===== src/rtl/drop_pkg.sv =====
// drop_pkg: shared definitions for the baggage-drop sequencer.
//   - state encodings ST_IDLE..ST_COOL (3-bit)
//   - temperature width
//   - is_cold(): unsigned strict less-than; equality counts as hot
package drop_pkg;

   localparam int ST_W   = 3;
   localparam int TEMP_W = 16;

   typedef enum logic [ST_W-1:0] {
      ST_IDLE   = 3'd0,
      ST_SETTLE = 3'd1,
      ST_DROP   = 3'd2,
      ST_COOL   = 3'd3
   } state_e;

   function automatic logic is_cold(input logic [TEMP_W-1:0] t_act,
                                    input logic [TEMP_W-1:0] t_lim);
      return (t_act < t_lim);
   endfunction

endpackage


===== src/rtl/cycle_timer.sv =====
// cycle_timer: loadable down-counter with enable and zero flag.
// Ports:
//   clk, rst_n   clock, synchronous active-low reset
//   load         load load_val (wins over en)
//   load_val     value to load
//   en           decrement by one when non-zero
//   zero         counter currently equals 0
module cycle_timer #(
   parameter int CNT_W = 16
) (
   input  logic             clk,
   input  logic             rst_n,
   input  logic             load,
   input  logic [CNT_W-1:0] load_val,
   input  logic             en,
   output logic             zero
);

   logic [CNT_W-1:0] cnt_q, cnt_d;

   always_comb begin
      cnt_d = cnt_q;
      if (load)
         cnt_d = load_val;
      else if (en && (cnt_q != '0))
         cnt_d = cnt_q - 1'b1;
   end

   always_ff @(posedge clk) begin
      if (!rst_n) cnt_q <= '0;
      else        cnt_q <= cnt_d;
   end

   assign zero = (cnt_q == '0);

endmodule


===== src/rtl/drop_sequencer.sv =====
// drop_sequencer: sequences a baggage drop. On a request it waits for
// SETTLE_CYC consecutive cold samples (t_act < t_lim), bounded by
// TIMEOUT_CYC, then holds drop_en for DROP_CYC cycles, then cools down
// for COOL_CYC cycles. A hot sample during the drop aborts it.
// Optional feature macro: DROP_AUTO_RETRY_EN -- after an abort, the
// cooldown returns to SETTLE up to MAX_RETRY times instead of IDLE.
// Ports:
//   clk, rst_n   clock, synchronous active-low reset
//   drop_req     level request, only looked at in IDLE
//   t_act/t_lim  measured temperature and limit (unsigned)
//   drop_en      high while in DROP
//   busy         high whenever not IDLE
//   drop_done    one-cycle pulse, first COOL cycle after a full drop
//   drop_abort   one-cycle pulse, first COOL cycle after an abort
//   state_o      current state encoding
module drop_sequencer
   import drop_pkg::*;
#(
   parameter int CNT_W       = 16,
   parameter int SETTLE_CYC  = 4,
   parameter int TIMEOUT_CYC = 20,
   parameter int DROP_CYC    = 8,
   parameter int COOL_CYC    = 5,
   parameter int MAX_RETRY   = 2
) (
   input  logic              clk,
   input  logic              rst_n,
   input  logic              drop_req,
   input  logic [TEMP_W-1:0] t_act,
   input  logic [TEMP_W-1:0] t_lim,
   output logic              drop_en,
   output logic              busy,
   output logic              drop_done,
   output logic              drop_abort,
   output logic [ST_W-1:0]   state_o
);

   localparam logic [CNT_W-1:0] SETTLE_V  = CNT_W'(SETTLE_CYC);
   localparam logic [CNT_W-1:0] TIMEOUT_V = CNT_W'(TIMEOUT_CYC);
   // Timer is loaded with N-1 so the state lasts exactly N cycles.
   localparam logic [CNT_W-1:0] DROP_LD   = CNT_W'(DROP_CYC - 1);
   localparam logic [CNT_W-1:0] COOL_LD   = CNT_W'(COOL_CYC - 1);

   state_e           state_q, state_d;
   logic [CNT_W-1:0] cold_cnt_q, cold_cnt_d;
   logic [CNT_W-1:0] tmo_cnt_q, tmo_cnt_d;
   logic             done_q, done_d;
   logic             abort_q, abort_d;

   logic             tmr_load;
   logic [CNT_W-1:0] tmr_val;
   logic             tmr_en;
   logic             tmr_zero;
   logic             cold;

`ifdef DROP_AUTO_RETRY_EN
   localparam int RTY_W = (MAX_RETRY > 0) ? $clog2(MAX_RETRY + 1) : 1;
   localparam logic [RTY_W-1:0] RTY_MAX = RTY_W'(MAX_RETRY);
   logic [RTY_W-1:0] retry_cnt_q, retry_cnt_d;
   // Remembers whether the current COOL follows an abort (retry-eligible).
   logic             aborted_q, aborted_d;
`endif

   assign cold = is_cold(t_act, t_lim);

   cycle_timer #(.CNT_W(CNT_W)) u_timer (
      .clk      (clk),
      .rst_n    (rst_n),
      .load     (tmr_load),
      .load_val (tmr_val),
      .en       (tmr_en),
      .zero     (tmr_zero)
   );

   always_comb begin
      state_d    = state_q;
      cold_cnt_d = cold_cnt_q;
      tmo_cnt_d  = tmo_cnt_q;
      done_d     = 1'b0;
      abort_d    = 1'b0;
      tmr_load   = 1'b0;
      tmr_val    = '0;
      tmr_en     = 1'b0;
`ifdef DROP_AUTO_RETRY_EN
      retry_cnt_d = retry_cnt_q;
      aborted_d   = aborted_q;
`endif
      case (state_q)
         ST_IDLE: begin
            cold_cnt_d = '0;
            tmo_cnt_d  = '0;
`ifdef DROP_AUTO_RETRY_EN
            retry_cnt_d = '0;
            aborted_d   = 1'b0;
`endif
            if (drop_req) state_d = ST_SETTLE;
         end
         ST_SETTLE: begin
            tmo_cnt_d  = tmo_cnt_q + 1'b1;
            cold_cnt_d = cold ? (cold_cnt_q + 1'b1) : '0;
            // Settling completing wins over a coincident timeout.
            if (cold_cnt_d == SETTLE_V) begin
               state_d  = ST_DROP;
               tmr_load = 1'b1;
               tmr_val  = DROP_LD;
            end else if (tmo_cnt_d == TIMEOUT_V) begin
               state_d  = ST_COOL;
               abort_d  = 1'b1;
               tmr_load = 1'b1;
               tmr_val  = COOL_LD;
`ifdef DROP_AUTO_RETRY_EN
               aborted_d = 1'b1;
`endif
            end
         end
         ST_DROP: begin
            // A hot sample aborts even on the final drop cycle.
            if (!cold) begin
               state_d  = ST_COOL;
               abort_d  = 1'b1;
               tmr_load = 1'b1;
               tmr_val  = COOL_LD;
`ifdef DROP_AUTO_RETRY_EN
               aborted_d = 1'b1;
`endif
            end else if (tmr_zero) begin
               state_d  = ST_COOL;
               done_d   = 1'b1;
               tmr_load = 1'b1;
               tmr_val  = COOL_LD;
`ifdef DROP_AUTO_RETRY_EN
               aborted_d   = 1'b0;
               retry_cnt_d = '0;
`endif
            end else begin
               tmr_en = 1'b1;
            end
         end
         ST_COOL: begin
            if (tmr_zero) begin
`ifdef DROP_AUTO_RETRY_EN
               if (aborted_q && (retry_cnt_q < RTY_MAX)) begin
                  state_d     = ST_SETTLE;
                  retry_cnt_d = retry_cnt_q + 1'b1;
                  aborted_d   = 1'b0;
                  cold_cnt_d  = '0;
                  tmo_cnt_d   = '0;
               end else begin
                  state_d = ST_IDLE;
               end
`else
               state_d = ST_IDLE;
`endif
            end else begin
               tmr_en = 1'b1;
            end
         end
         default: state_d = ST_IDLE;
      endcase
   end

   always_ff @(posedge clk) begin
      if (!rst_n) begin
         state_q    <= ST_IDLE;
         cold_cnt_q <= '0;
         tmo_cnt_q  <= '0;
         done_q     <= 1'b0;
         abort_q    <= 1'b0;
`ifdef DROP_AUTO_RETRY_EN
         retry_cnt_q <= '0;
         aborted_q   <= 1'b0;
`endif
      end else begin
         state_q    <= state_d;
         cold_cnt_q <= cold_cnt_d;
         tmo_cnt_q  <= tmo_cnt_d;
         done_q     <= done_d;
         abort_q    <= abort_d;
`ifdef DROP_AUTO_RETRY_EN
         retry_cnt_q <= retry_cnt_d;
         aborted_q   <= aborted_d;
`endif
      end
   end

   assign drop_en    = (state_q == ST_DROP);
   assign busy       = (state_q != ST_IDLE);
   assign drop_done  = done_q;
   assign drop_abort = abort_q;
   assign state_o    = state_q;

endmodule

===== config.mk =====
export PLATFORM = sky130hd
export DESIGN_NAME = drop_sequencer
export DESIGN_NICKNAME = d
export VERILOG_FILES = /design/src/rtl/drop_pkg.sv /design/src/rtl/cycle_timer.sv /design/src/rtl/drop_sequencer.sv
export SDC_FILE = /design/constraint.sdc
export NUM_CORES = 1
export LEC_CHECK = 0
export ABC_AREA = 1
export CAP_MARGIN = 20
export CORE_MARGIN = 4
export CORE_UTILIZATION = 55
export DETAILED_ROUTE_END_ITERATION = 8
export GPL_TIMING_DRIVEN = 0
export HOLD_SLACK_MARGIN = 0.02
export PLACE_DENSITY_LB_ADDON = 0.25
export RECOVER_POWER = 25
export SYNTH_ARGS = -nofsm -noshare
export SYNTH_HDL_FRONTEND = slang
export SYNTH_SLANG_ARGS = --single-unit
export TNS_END_PERCENT = 1

===== constraint.sdc =====
create_clock -name clk -period 2.9 [get_ports clk]
set_input_delay 0.435 -clock clk [delete_from_list [all_inputs] [get_ports clk]]
set_output_delay 0.435 -clock clk [all_outputs]
set_load 0.005 [all_outputs]

==> results.toml, run 1 <==
[run_status]
status = "complete, no violations"

[sta]
report.final.hold_viol_count = 0
setup-violations-final = 0
post-route-min-period_ns = 2.73
tightest_slew_ns = 0.604
fmaxAchievable_mhz = 366
finClkSkew_ns = 0.00735
fin_tns_setup_ns = 0
slew_violations = 0
post-route-period-util_pct = 94.2
fin_ws_ns = 0.167
relSlewSlack_pct = 59.7

[global_route]
use_met3_pct = 3.23
grt_pass1_wl_um = 13900
use_met2_pct = 37.4
grt-ovfl-total = 0
antenna_found_initial = 0
busiest_layer = "met2"
grt_pass1_vias = 3226
grt_use_total_pct = 21.8
grtUsageMet1_pct = 28.4
grt_max_degree = 15

[die]
start_util_pct = 56.8
pin_count = 42
core_region_area_um2 = 6350
die_area_um2 = 7920
fp.dieH_um = 89
rows = 29
die_x_um = 89

[layout]
areaGrowthSynthToFinish_pct = 16.0
drive_gt1_share_pct = 5.94
final_cell_area_um2 = 4190
layout.nets = 647
num_antenna_cells = 0

[setup_path]
cp.arrival_ns = 2.94
crit_fanout = 10
path_class = "input port to register"
cp_data_required_time_ns = 3.11
cp-end-kind = "register"
reg2reg_depth = 17
cp-start-kind = "input port"
r2r-start = "tmo_cnt_q[0]"
r2r-end = "u_timer.cnt_q[5]"
r2r_slack_ns = 0.35

[pwr]
power_frac_seq_pct = 35.0
total_power_mw = 2.43
clkPwrFrac_pct = 16.3
switchingPower_mw = 1.05
pwr-share-comb_pct = 48.7
ir_drop_mv = 0.683
switching_share_pct = 43.0
p_int_mw = 1.38
leakagePower_nw = 1.89
power_density_nw_per_um2 = 580

[route]
route.vias.total = 3495
ant_nets = 0
drc = 0
vias_per_cell = 5.25
wl_um = 8290
dr.first_iter.drc_count = 161
wl_per_cell_um = 12.4
dr.pass1.iters = 4

[yosys]
syn_avg_cell_area_um2 = 6.66
ys_warn_count = 0
netlist_area_um2 = 3610
ys_ff_latch = 52
synth_nets = 600
synth_cells = 542
seq_area_frac_synth_pct = 28.8
ys_types = 45

[placed_design]
gp_congestion = 0.894
dpl_worst_slack_ns = -0.230
port_buffers = 40
dpl_cell_area_um2 = 4110
place_hpwl_um = 6370

[min_path]
min_path_cells = 2
min_path_type = "register to register"
min_from = "cold_cnt_q[15]"
min_to = "cold_cnt_q[15]"

[clocking]
cts_setup_buffers = 0
cts_tree = "done"
cts.sinks = 52
cts.htree.levels = 2
cts.path.max_buffers = 2
cts_buffers = 5
clk_pin_slew_ns = 0.09
clk_latency_ns = 0.30
cts_root_buf = "clkbuf_8"

[run]
cap_violations = 0
worst max-delay path: stages:
cell	delay [ns]
clkdlybuf4s50_1	0.45
inv_1	0.04
ha_1	0.29
nand2_1	0.07
inv_1	0.03
o21ai_1	0.10
nand2_1	0.11
a21oi_4	0.28
nand2_4	0.15
nor2_1	0.11
nand2_1	0.10
a21boi_2	0.25
nand2_1	0.12
nor2_1	0.18
nand3_1	0.09
nand2_1	0.08
nor2_2	0.04
flip-flops by register name, summed over array words and instances (netlist names):
register       count
u_timer.cnt_q     16
cold_cnt_q        16
drop_done          1
drop_abort         1
state_o            2
tmo_cnt_q         16
power groups by stage:
stage / Clock [mW] / Sequential [mW] / Combinational, mW
final: 0.395 / 0.851 / 1.18
after global placement: 0 / 0.864 / 1.15
after global routing: 0.440 / 0.861 / 1.34
after detailed placement: 0 / 0.865 / 1.17
after floorplan: 0 / 0.855 / 0.818
after CTS: 0.410 / 0.850 / 1.18
cell usage in the layout (no fill, tap or decap), drive strengths merged, types with 6 or more instances in the layout:
| master | netlist | final |
|---|---|---|
| a21oi | 32 | 32 |
| clkbuf | 8 | 15 |
| clkdlybuf4s50 | 0 | 36 |
| dfxtp | 52 | 52 |
| ha | 23 | 23 |
| inv | 74 | 74 |
| nand2 | 141 | 141 |
| nand3 | 40 | 40 |
| nand4 | 14 | 14 |
| nor2 | 71 | 71 |
| nor3 | 6 | 6 |
| o21ai | 14 | 14 |
| or2 | 6 | 6 |
| xor2 | 22 | 22 |
worst max-delay path by stage:
stage | endpoint | slack, ns | startpoint | depth (start not counted)
3_5_place_dp | u_timer.cnt_q[12] | -0.23 | t_lim[7] | 16
3_3_place_gp | u_timer.cnt_q[12] | -0.21 | t_lim[7] | 16
6_report | u_timer.cnt_q[12] | 0.17 | t_lim[9] | 17
4_1_cts | u_timer.cnt_q[12] | 0.09 | t_lim[7] | 16
2_1_floorplan | u_timer.cnt_q[12] | 0.60 | t_lim[9] | 16
5_1_grt | u_timer.cnt_q[12] | -0.005 | t_lim[9] | 17
repair_timing:
action                     in CTS  in global routing
resized for setup               0                  4
setup endpoints to repair       0                 13
hold buffers                    0                  0
cells in the mapped netlist (all sizes together):
cell / number / area share [%]
o2111ai: 1 / 0.24
o22ai: 1 / 0.17
a221oi: 1 / 0.24
nand2: 141 / 15
xor2: 22 / 5.3
xnor2: 4 / 0.97
ha: 23 / 8.0
o211ai: 5 / 1.0
a21o: 1 / 0.21
and3: 1 / 0.17
clkbuf: 8 / 0.83
nand4: 14 / 2.4
mux2i: 1 / 0.28
inv: 74 / 7.7
o21ai: 14 / 1.9
o21a: 1 / 0.21
o32ai: 5 / 1.2
dfxtp: 52 / 29
conb: 1 / 0.10
buf: 4 / 0.83
nand3: 40 / 6.2
nor3: 6 / 0.83
o31ai: 3 / 0.76
o21bai: 1 / 0.31
a21boi: 2 / 0.52
a21oi: 32 / 4.8
a31o: 1 / 0.24
nand3b: 2 / 0.42
nor2: 71 / 8.5
a22oi: 1 / 0.21
or2: 6 / 1.0
nor4: 3 / 0.52
cells by family after synthesis:
family	after synthesis	synth area share (%)
AND/OR/NAND/NOR	284	35.1
flip-flops	52	28.8
buffers and inverters	86	9.36
adder cells (fa/ha/maj)	23	7.98
multiplexers	1	0.277
AO/OA/AOI/OAI	69	12.1
XOR/XNOR	26	6.31
other	1	0.104
per-stage QoR:
step           instances  util (%)  hold WS, ns
4_1_cts              666      65.9        0.485
5_1_grt              666      65.9        0.518
6_report             666      65.9        0.483
2_1_floorplan        542         -        0.454
3_3_place_gp         659      64.7        0.468
3_5_place_dp         659      64.7        0.472
cell type report:
type | count | area (um2)
Clock buffer | 6 | 72.6
Inverter | 74 | 278
Fill cell | 553 | 2160
Tap cell | 77 | 96.3
Multi-Input combinational cell | 404 | 2230
Clock inverter | 1 | 5.00
Buffer | 12 | 61.3
Sequential cell | 52 | 1040
Timing Repair Buffer | 40 | 400
metal layers:
metal / wire length, um / up-vias / part of all wire (%)
met1: 3890 / 1576 / 47
met3: 304 / 9 / 3.7
met4: 103 / 0 / 1.2
met5: 0 / - / 0
met2: 3990 / 69 / 48
li1: - / 1841 / -
Note: power is estimated with default switching activity, not from simulation.
==> inputs of run 2 (changes only) <==
Settings changed: CELL_PAD_IN_SITES_DETAIL_PLACEMENT set to 0, CELL_PAD_IN_SITES_GLOBAL_PLACEMENT set to 1, CORE_UTILIZATION 55 to 40.
==> run 2 against run 1 <==
  * Global-route usage down 4.8 points
  * Critical endpoint is now u_timer.cnt_q[15]
  * Combinational power hardly changed
  * Register-to-register slack about the same
  * Sequential cell count unchanged
  * Routed wire length rose by 6.3%
  * Utilization is 18 points lower
  * Worst hold slack about the same
  * Highest routed layer unchanged
==> results.toml, run 2 (synthesis results as in run 1) <==
[layout]
multi_input_area_um2 = 2250
drive_gt1_share_pct = 6.29
mostFrequentLayoutCells = "nand2_1, inv_1, nor2_1, dfxtp_1, nand3_1"
fin_cells = 696
final_core_util_pct = 48.4
areaGrowthSynthToFinish_pct = 17.6
area.sequential_um2 = 1040
num_antenna_cells = 0
nFillCells = 957
layout.nets = 648
layout_commonest_cell = "nand2_1"
reg_top3 = "cold_cnt_q (16), tmo_cnt_q (16), u_timer.cnt_q (16)"

[die]
rows = 34
die_area_um2 = 10600
start_util_pct = 41.2
die_x_um = 103
fp.dieH_um = 103
pin_count = 42
core_region_area_um2 = 8760

[route]
route.vias.total = 3470
dr.first_iter.drc_count = 170
ant_nets = 0
wl_um = 8810
dr.pass1.iters = 4
drc = 0
vias_per_cell = 4.99
wl_per_cell_um = 12.7

[pwr]
switching_share_pct = 43.2
power_frac_seq_pct = 34.8
p_int_mw = 1.38
power_density_nw_per_um2 = 575
clkPwrFrac_pct = 15.8
switchingPower_mw = 1.05
total_power_mw = 2.44
pwr-share-comb_pct = 49.4
ir_drop_mv = 0.588
leakagePower_nw = 1.91

[run_status]
status = "complete, no violations"

[clocking]
cts_root_buf = "clkbuf_8"
cts_buffers = 5
cts_tree = "done"
clk_latency_ns = 0.30
cts.path.max_buffers = 2
cts.htree.levels = 2
cts.sinks = 52
clk_pin_slew_ns = 0.09

[sta]
rsz0062_at_grt = "true"
tightest_slew_ns = 0.640
finClkSkew_ns = 0.0105
relSlewSlack_pct = 57.0
fin_tns_setup_ns = 0
post-route-period-util_pct = 91.7
slew_violations = 0
setup-violations-final = 0
post-route-min-period_ns = 2.66
report.final.hold_viol_count = 0
fmaxAchievable_mhz = 376

[global_route]
grt-ovfl-total = 0
grt_max_degree = 14
grt_pass1_wl_um = 14500
antenna_found_initial = 0
grt_pass1_vias = 3198
grt_use_total_pct = 17.0

[setup_path]
r2r-start = "tmo_cnt_q[0]"
cp.arrival_ns = 2.90
cp-end-kind = "register"
crit_fanout = 10
path_class = "input port to register"
cp-start-kind = "input port"
startpoint = "t_lim[15]"
cp_data_required_time_ns = 3.14

[min_path]
min_from = "cold_cnt_q[15]"
min_path_type = "register to register"

[placed_design]
place_hpwl_um = 6750
placed_cells = 690
port_buffers = 40
gp_congestion = 0.820

[run]
cap_violations = 0
==> run 2: repair_timing <==
item	CTS	global route
setup endpoints to repair	0	16
setup buffers	0	1
gates resized for setup	0	8
hold buffers	0	0
==> run 2: through the flow <==
| stage | hold slack, ns | worst slack (ns) | cell area (um2) |
|---|---|---|---|
| after floorplan | 0.454 | 0.598 | 3610 |
| after global placement | 0.469 | -0.279 | 4140 |
| after detailed placement | 0.475 | -0.296 | 4140 |
| after CTS | 0.489 | 0.0331 | 4210 |
| after global routing | 0.507 | -0.00296 | 4240 |
| final | 0.483 | 0.241 | 4240 |
==> run 2: worst max-delay path, stage by stage <==
cell             delay [ns]
clkdlybuf4s50_1        0.45
inv_1                  0.04
ha_1                   0.29
a21oi_1                0.20
nand2_1                0.12
a21oi_4                0.20
nand2_4                0.13
nor2_1                 0.13
nand2_2                0.10
nand2_1                0.10
buf_4                  0.18
nand2_1                0.09
o31ai_1                0.20
nand3_1                0.10
nor2_1                 0.11
==> run 2: final timing paths <==
path              slack (ns)                 to  cells after the start
setup / recovery        0.24  u_timer.cnt_q[15]                     15
hold / removal          0.48     cold_cnt_q[15]                      2
setup reg to reg        0.35   u_timer.cnt_q[8]                     17
hold reg to reg         0.48     cold_cnt_q[15]                      2
==> run 2: power by group through the flow <==
stage | Combinational [mW] | Sequential (mW) | Clock [mW]
after floorplan | 0.818 | 0.855 | 0
after detailed placement | 1.19 | 0.867 | 0
after CTS | 1.20 | 0.851 | 0.401
after global placement | 1.19 | 0.865 | 0
after global routing | 1.36 | 0.860 | 0.431
final | 1.20 | 0.850 | 0.385
==> run 2: final cells by class <==
class                   instances  area share (%)
well taps                     108            3.18
repair buffers                 41            9.61
inverters                      74            6.55
flip-flops and latches         52            24.5
clock buffers                   5            1.62
multi-input cells             404            53.1
plain buffers                  12            1.45
==> run 2: per-layer routing <==
metal	global-route usage [%]	share of wire [%]	vias to the layer above
li1	-	-	1851
met1	23.0	48	1551
met2	29.0	47	63
met3	2.10	5.2	5
met4	3.88	0.59	0
met5	0	0	-
